### src/rtl/fetch_unit.sv
// rtl/fetch_unit.sv - instruction fetch stage: PC, single-outstanding imem request, one-entry decode buffer
module fetch_unit #(
    parameter int                ADDR_W   = 16,
    parameter int                INST_W   = 16,
    parameter logic [ADDR_W-1:0] RESET_PC = '0
) (
    input  logic              clk,
    input  logic              rst_n,
    output logic              imem_req,
    output logic [ADDR_W-1:0] imem_addr,
    input  logic              imem_rvalid,
    input  logic [INST_W-1:0] imem_rdata,
    output logic              dec_valid,
    output logic [INST_W-1:0] dec_inst,
    output logic [ADDR_W-1:0] dec_pc,
    output logic [ADDR_W-1:0] dec_pc_inc,
    input  logic              dec_ready,
    input  logic              redirect,
    input  logic [ADDR_W-1:0] redirect_pc,
    input  logic              halt,
    output logic              halted
);

    typedef enum logic [1:0] {S_FETCH, S_WAIT, S_HALTED} state_t;

    state_t              state_q, state_d;
    logic [ADDR_W-1:0]   pc_q, pc_d;
    logic                kill_q, kill_d;
    logic                dec_valid_q, dec_valid_d;
    logic [INST_W-1:0]   dec_inst_q, dec_inst_d;
    logic [ADDR_W-1:0]   dec_pc_q, dec_pc_d;
    logic                halted_q, halted_d;
    logic                can_issue;

    // A new request is only allowed when the buffer will be free by the time its word returns.
    assign can_issue = ~dec_valid_q | dec_ready;
    assign imem_req  = rst_n & (state_q == S_FETCH) & can_issue & ~redirect & ~halt;
    assign imem_addr = pc_q;

    assign dec_valid  = dec_valid_q;
    assign dec_inst   = dec_inst_q;
    assign dec_pc     = dec_pc_q;
    assign dec_pc_inc = dec_pc_q + ADDR_W'(1);
    assign halted     = halted_q;

    always_comb begin
        state_d     = state_q;
        pc_d        = pc_q;
        kill_d      = kill_q;
        dec_valid_d = dec_valid_q & ~dec_ready;
        dec_inst_d  = dec_inst_q;
        dec_pc_d    = dec_pc_q;
        halted_d    = halted_q;

        if (state_q == S_HALTED) begin
            dec_valid_d = 1'b0;
        end else if (halt) begin
            state_d     = S_HALTED;
            dec_valid_d = 1'b0;
            halted_d    = 1'b1;
            kill_d      = 1'b0;
        end else if (redirect) begin
            pc_d        = redirect_pc;
            dec_valid_d = 1'b0;
            // An in-flight word belongs to the old path: drop it now or mark it for dropping.
            if (state_q == S_WAIT) begin
                if (imem_rvalid) begin
                    kill_d  = 1'b0;
                    state_d = S_FETCH;
                end else begin
                    kill_d  = 1'b1;
                end
            end
        end else begin
            case (state_q)
                S_FETCH: begin
                    if (imem_req) begin
                        state_d = S_WAIT;
                    end
                end
                S_WAIT: begin
                    if (imem_rvalid) begin
                        state_d = S_FETCH;
                        kill_d  = 1'b0;
                        if (!kill_q) begin
                            dec_valid_d = 1'b1;
                            dec_inst_d  = imem_rdata;
                            dec_pc_d    = pc_q;
                            pc_d        = pc_q + ADDR_W'(1);
                        end
                    end
                end
                default: ;
            endcase
        end
    end

    always_ff @(posedge clk or negedge rst_n) begin
        if (!rst_n) begin
            state_q     <= S_FETCH;
            pc_q        <= RESET_PC;
            kill_q      <= 1'b0;
            dec_valid_q <= 1'b0;
            dec_inst_q  <= '0;
            dec_pc_q    <= '0;
            halted_q    <= 1'b0;
        end else begin
            state_q     <= state_d;
            pc_q        <= pc_d;
            kill_q      <= kill_d;
            dec_valid_q <= dec_valid_d;
            dec_inst_q  <= dec_inst_d;
            dec_pc_q    <= dec_pc_d;
            halted_q    <= halted_d;
        end
    end

endmodule

### config.mk
export PLATFORM = sky130hd
export DESIGN_NAME = fetch_unit
export DESIGN_NICKNAME = d
export VERILOG_FILES = /design/src/rtl/fetch_unit.sv
export SDC_FILE = /design/constraint.sdc
export NUM_CORES = 1
export LEC_CHECK = 0
export BUFFER_PORTS_ARGS = -buffer_cell sky130_fd_sc_hd__buf_2
export CELL_PAD_IN_SITES_DETAIL_PLACEMENT = 0
export CELL_PAD_IN_SITES_GLOBAL_PLACEMENT = 1
export CORE_ASPECT_RATIO = 0.6
export CORE_UTILIZATION = 34
export CTS_CLUSTER_DIAMETER = 200
export DETAILED_ROUTE_END_ITERATION = 6
export GPL_ROUTABILITY_DRIVEN = 1
export PLACE_DENSITY = 0.83
export REMOVE_ABC_BUFFERS = 1
export SYNTH_ARGS = -nofsm -noshare
export SYNTH_HDL_FRONTEND = slang
export SYNTH_SLANG_ARGS = --single-unit
### constraint.sdc
create_clock -name clk -period 1.5 [get_ports clk]
set_input_delay 0 -clock clk [delete_from_list [all_inputs] [get_ports clk]]
set_output_delay 0 -clock clk [all_outputs]
set_load 0.1 [all_outputs]
==> results.md <==
- The flow ran to the end, but the final reports show violations.
- The final reports fail on setup timing.
- The synthesized design contains 0 enable-type register cells.
- The number of core rows is 25.
- The number of inserted diodes is 0.
- The cell count after synthesis came out at 251.
- Entering global routing, the biggest net connects 54 pins.
- Setup repair after global routing could not meet its margin everywhere.
- Max-cap violations in this run came to 0.
- The first global-routing pass estimated roughly 15 mm of wire.
- In this run the worst path has a maximum fanout of 2.
- The maximum clock insertion buffer count is 2.
- The logic depth of the worst register-to-register path is 6.
- Power spread over the standard cell area amounts to about 630 mW/mm^2.
- The die covers 0.00866 mm^2.
- The clock insertion delay at the later pin of the skew report is 0.31 ns.
- The worst slew margin relative to its limit is slightly above 50%.
- Sorting the synthesized cells by how often they occur yields dfrtp_1 (53), mux2_2 (30), nor2_1 (15), nor3_1 (15), nand2_1 (13).
- The routed length per placed instance is 17.7 um.
- The data arrival time of the critical path is about 1.8 ns.
- The launch point of the worst path is dec_pc[7].
- Before antenna repair, the detailed router went through 4 iterations.
- Using the TritonRoute via totals, the vias-per-cell ratio works out to roughly 5.2.
- The worst hold-check path type is in2reg.
- The clock drives 53 sinks.
- The terminus of the critical flop-to-flop path is dec_pc[3].
- The number of antenna violations at the first check in global routing was 0.
- The setup slack of the most critical reg-to-reg path is -0.13 ns.
- After global routing the overflow that remains totals 0.
- The initial utilization of the core area, before any placement, comes to 35.4%.
- The largest total area in the synthesized netlist belongs to dfrtp_1.
- The detailed router placed 2943 vias in this run.
- The number of standard cells in the layout, taps in and fillers out is roughly 570.
- The kind of capture point of the worst setup path is an output port.
- Following the worst setup path forward leads to its endpoint at dec_pc_inc[15].
- After synthesis, the cell types taking the most area are dfrtp_1 (47%), mux2_2 (12%), nor3_1 (2.7%).
- The width of the chip is between 100 and 150 um.
- The HPWL after detailed placement is ~6.0 mm.
- In this run the critical register-to-register path is launched from state_q[1].
- The worst-case IR drop observed on VDD is ~0.00035 V.
- The remaining routing DRC violations is 0.
- The count of nets left with antenna violations once routing finished came out at 0.
- The routed design has roughly 10 mm of wire.
- The final net count is 499.
- In this run, synthesis produced a sequential element count of 53.
- Pin placement for this block handled ~110 I/O pins.
- The layout overhead on the synthesized area is 92.2%.
- For the finished layout, the period the worst path requires is ~1.8 ns.
- The count of endpoints failing hold in the final timing report came to 0.
- During synthesis, Yosys emitted a total of 0 warnings.
- The y dimension of the die is 72.5 um.
- The required time of the worst setup path is roughly 1.5 ns.
- The number of placed instances, taps included is roughly 500.
- The slew at the pin closest to its max-slew limit is 0.724 ns.
- Based on the critical path, the design can be clocked at up to ~560 MHz.
- The proportion of netlist area held by the largest area contributor is between 40% and 50%.
- A synthesized cell averages roughly 11 um^2.
- The startpoint kind of the worst setup timing path is a flip-flop.
- The number of different library cells used by synthesis comes to 52.
- The root buffer selected by CTS is clkbuf_16.
- Sequential cells were found to cover between 40% and 50% of the synthesized design area.
- In the synthesized netlist the async set-or-reset flop fraction comes to 100%.
- Global routing used 22.6% of the available tracks.
- Dividing the final minimum period by the clock period gives 120%.
- Cells with a size suffix above 1 make up ~63% of the layout.
- In this run the standard cell core region covers 0.00795 mm^2.
- The count of final setup violators is 45.
- The number of global-route vias before repair came to about 2.8k.
- The critical path is of the reg2out type.
- The DRC marker count from the first detailed-route iteration is ~120.
- The clock slew at the register clock pins of the worst setup and hold paths is approximately 0.080 ns.
- The number of H-tree levels is 2.
- The analysis attributes to cell leakage a power of between 0.002 and 0.003 uW.
- The most common cell in the synthesized netlist is dfrtp_1.
- The clock tree from TritonCTS is done.
- The worst hold margin is 0.0170 ns.
- The primary flip-flop cell chosen by synthesis mapping is dfrtp_1.
- Setup slack on the critical path of the routed design comes to -0.300 ns.
- The clock skew is 0.00845 ns.
- The mapped netlist covers between 0.002 and 0.003 mm^2.
- The congestion estimate from routability-driven global placement came to between 0.7 and 0.8.
- The number of clock buffers inserted by TritonCTS is 5.
- The total count of max-transition violations in the final report was 0.
- The count of buffers added on input and output ports is between 100 and 150.
## critical path, stage by stage, from the launching register on
cell	delay, ns
dfrtp_1	0.37
and4_1	0.24
nand2_1	0.16
nor3_4	0.23
buf_6	0.14
xor2_4	0.17
buf_12	0.19
## layout by cell type (no fill, tap or decap), types with 3 or more instances in the layout
cell type	count
buf_4	53
nor3_2	3
o21a_1	4
xnor2_4	3
xor2_2	4
nand3_1	6
nand2_1	12
a22oi_2	5
dlygate4sd3_1	30
nor2b_1	3
nor2_1	12
o21ai_1	7
buf_12	17
nor4_4	4
o21ai_2	3
dfrtp_1	50
xnor2_2	3
mux2_4	30
nor3_4	5
clkbuf_16	9
buf_2	89
nand3_4	4
inv_1	6
nor3_1	8
a21o_1	3
buf_6	18
and3_1	3
dfrtp_2	3
a21oi_2	6
## worst min-delay path by stage
stage / depth (start not counted) / slack [ns] / from / endpoint
after global routing: 3 / 0.03 / redirect_pc[13] / imem_addr[13]
after detailed placement: 2 / 0.24 / imem_rdata[15] / dec_inst[15]
after CTS: 3 / 0.005 / redirect_pc[11] / imem_addr[11]
final: 3 / 0.02 / redirect_pc[12] / imem_addr[12]
after global placement: 2 / 0.23 / imem_rdata[10] / dec_inst[10]
after floorplan: 0 / -0.30 / rst_n / dec_inst[0]
## per-layer routing
metal | part of all wire (%) | GRT usage, % | wire, um | vias up
li1 | - | - | - | 1342
met1 | 46 | 32.0 | 4650 | 1485
met2 | 47 | 35.7 | 4730 | 108
met3 | 6.0 | 5.03 | 599 | 8
met4 | 0.59 | 4.72 | 59 | 0
met5 | 0 | 0 | 0 | -
## final cells by class
cell class / count / area, um^2
multi-input combinational: 181 / 1960
clock inverter: 3 / 25.0
fill: 585 / 2540
tap: 108 / 135
inverter: 6 / 22.5
timing repair buffer: 212 / 1810
clock buffer: 5 / 125
sequential: 53 / 1330
## power breakdown
part	total, uW	internal (uW)	switching (uW)
clock	1230	630	598
sequential	1490	1460	35.7
combinational	657	212	445
## timing repair
item / 4_1_cts / 5_1_grt
resized for setup: 93 / 64
hold buffers: 30 / 0
hold endpoints to repair: 82 / 0
cloned: 4 / 1
endpoints found under the setup margin: 55 / 65
buffers inserted: 19 / 12
pin swaps: 25 / 28
## logic make-up after synthesis
group | Yosys count | synth area share, %
xor gates and xnor gates | 14 | 4.36
buffers and inverters | 17 | 4.00
DFF | 53 | 47.1
muxes | 31 | 12.4
AOI/OAI and AO/OA | 49 | 12.5
and+or+nand+nor | 85 | 18.7
adders and majority gates | 2 | 0.889
## per-stage QoR
stage | total power [uW] | worst slack (ns) | setup TNS (ns) | utilization [%] | area [um^2]
floorplan | 1840 | -1.79 | -51.86 | - | 2720
global placement | 2040 | -0.0806 | -0.225 | 50.6 | 4020
detailed placement | 2050 | -0.125 | -1.38 | 50.6 | 4020
CTS | 3350 | -0.286 | -7.09 | 64.4 | 5110
global route | 3490 | -0.382 | -7.64 | 68.1 | 5410
finish | 3380 | -0.300 | -4.28 | 68.1 | 5410
## state kept, by name, summed over array words and instances (netlist names)
signal	count
imem_addr	16
dec_pc	16
dec_valid	1
state_q	2
dec_inst	16
halted	1
kill_q	1
No activity file was read; power rests on OpenSTA's default activity.
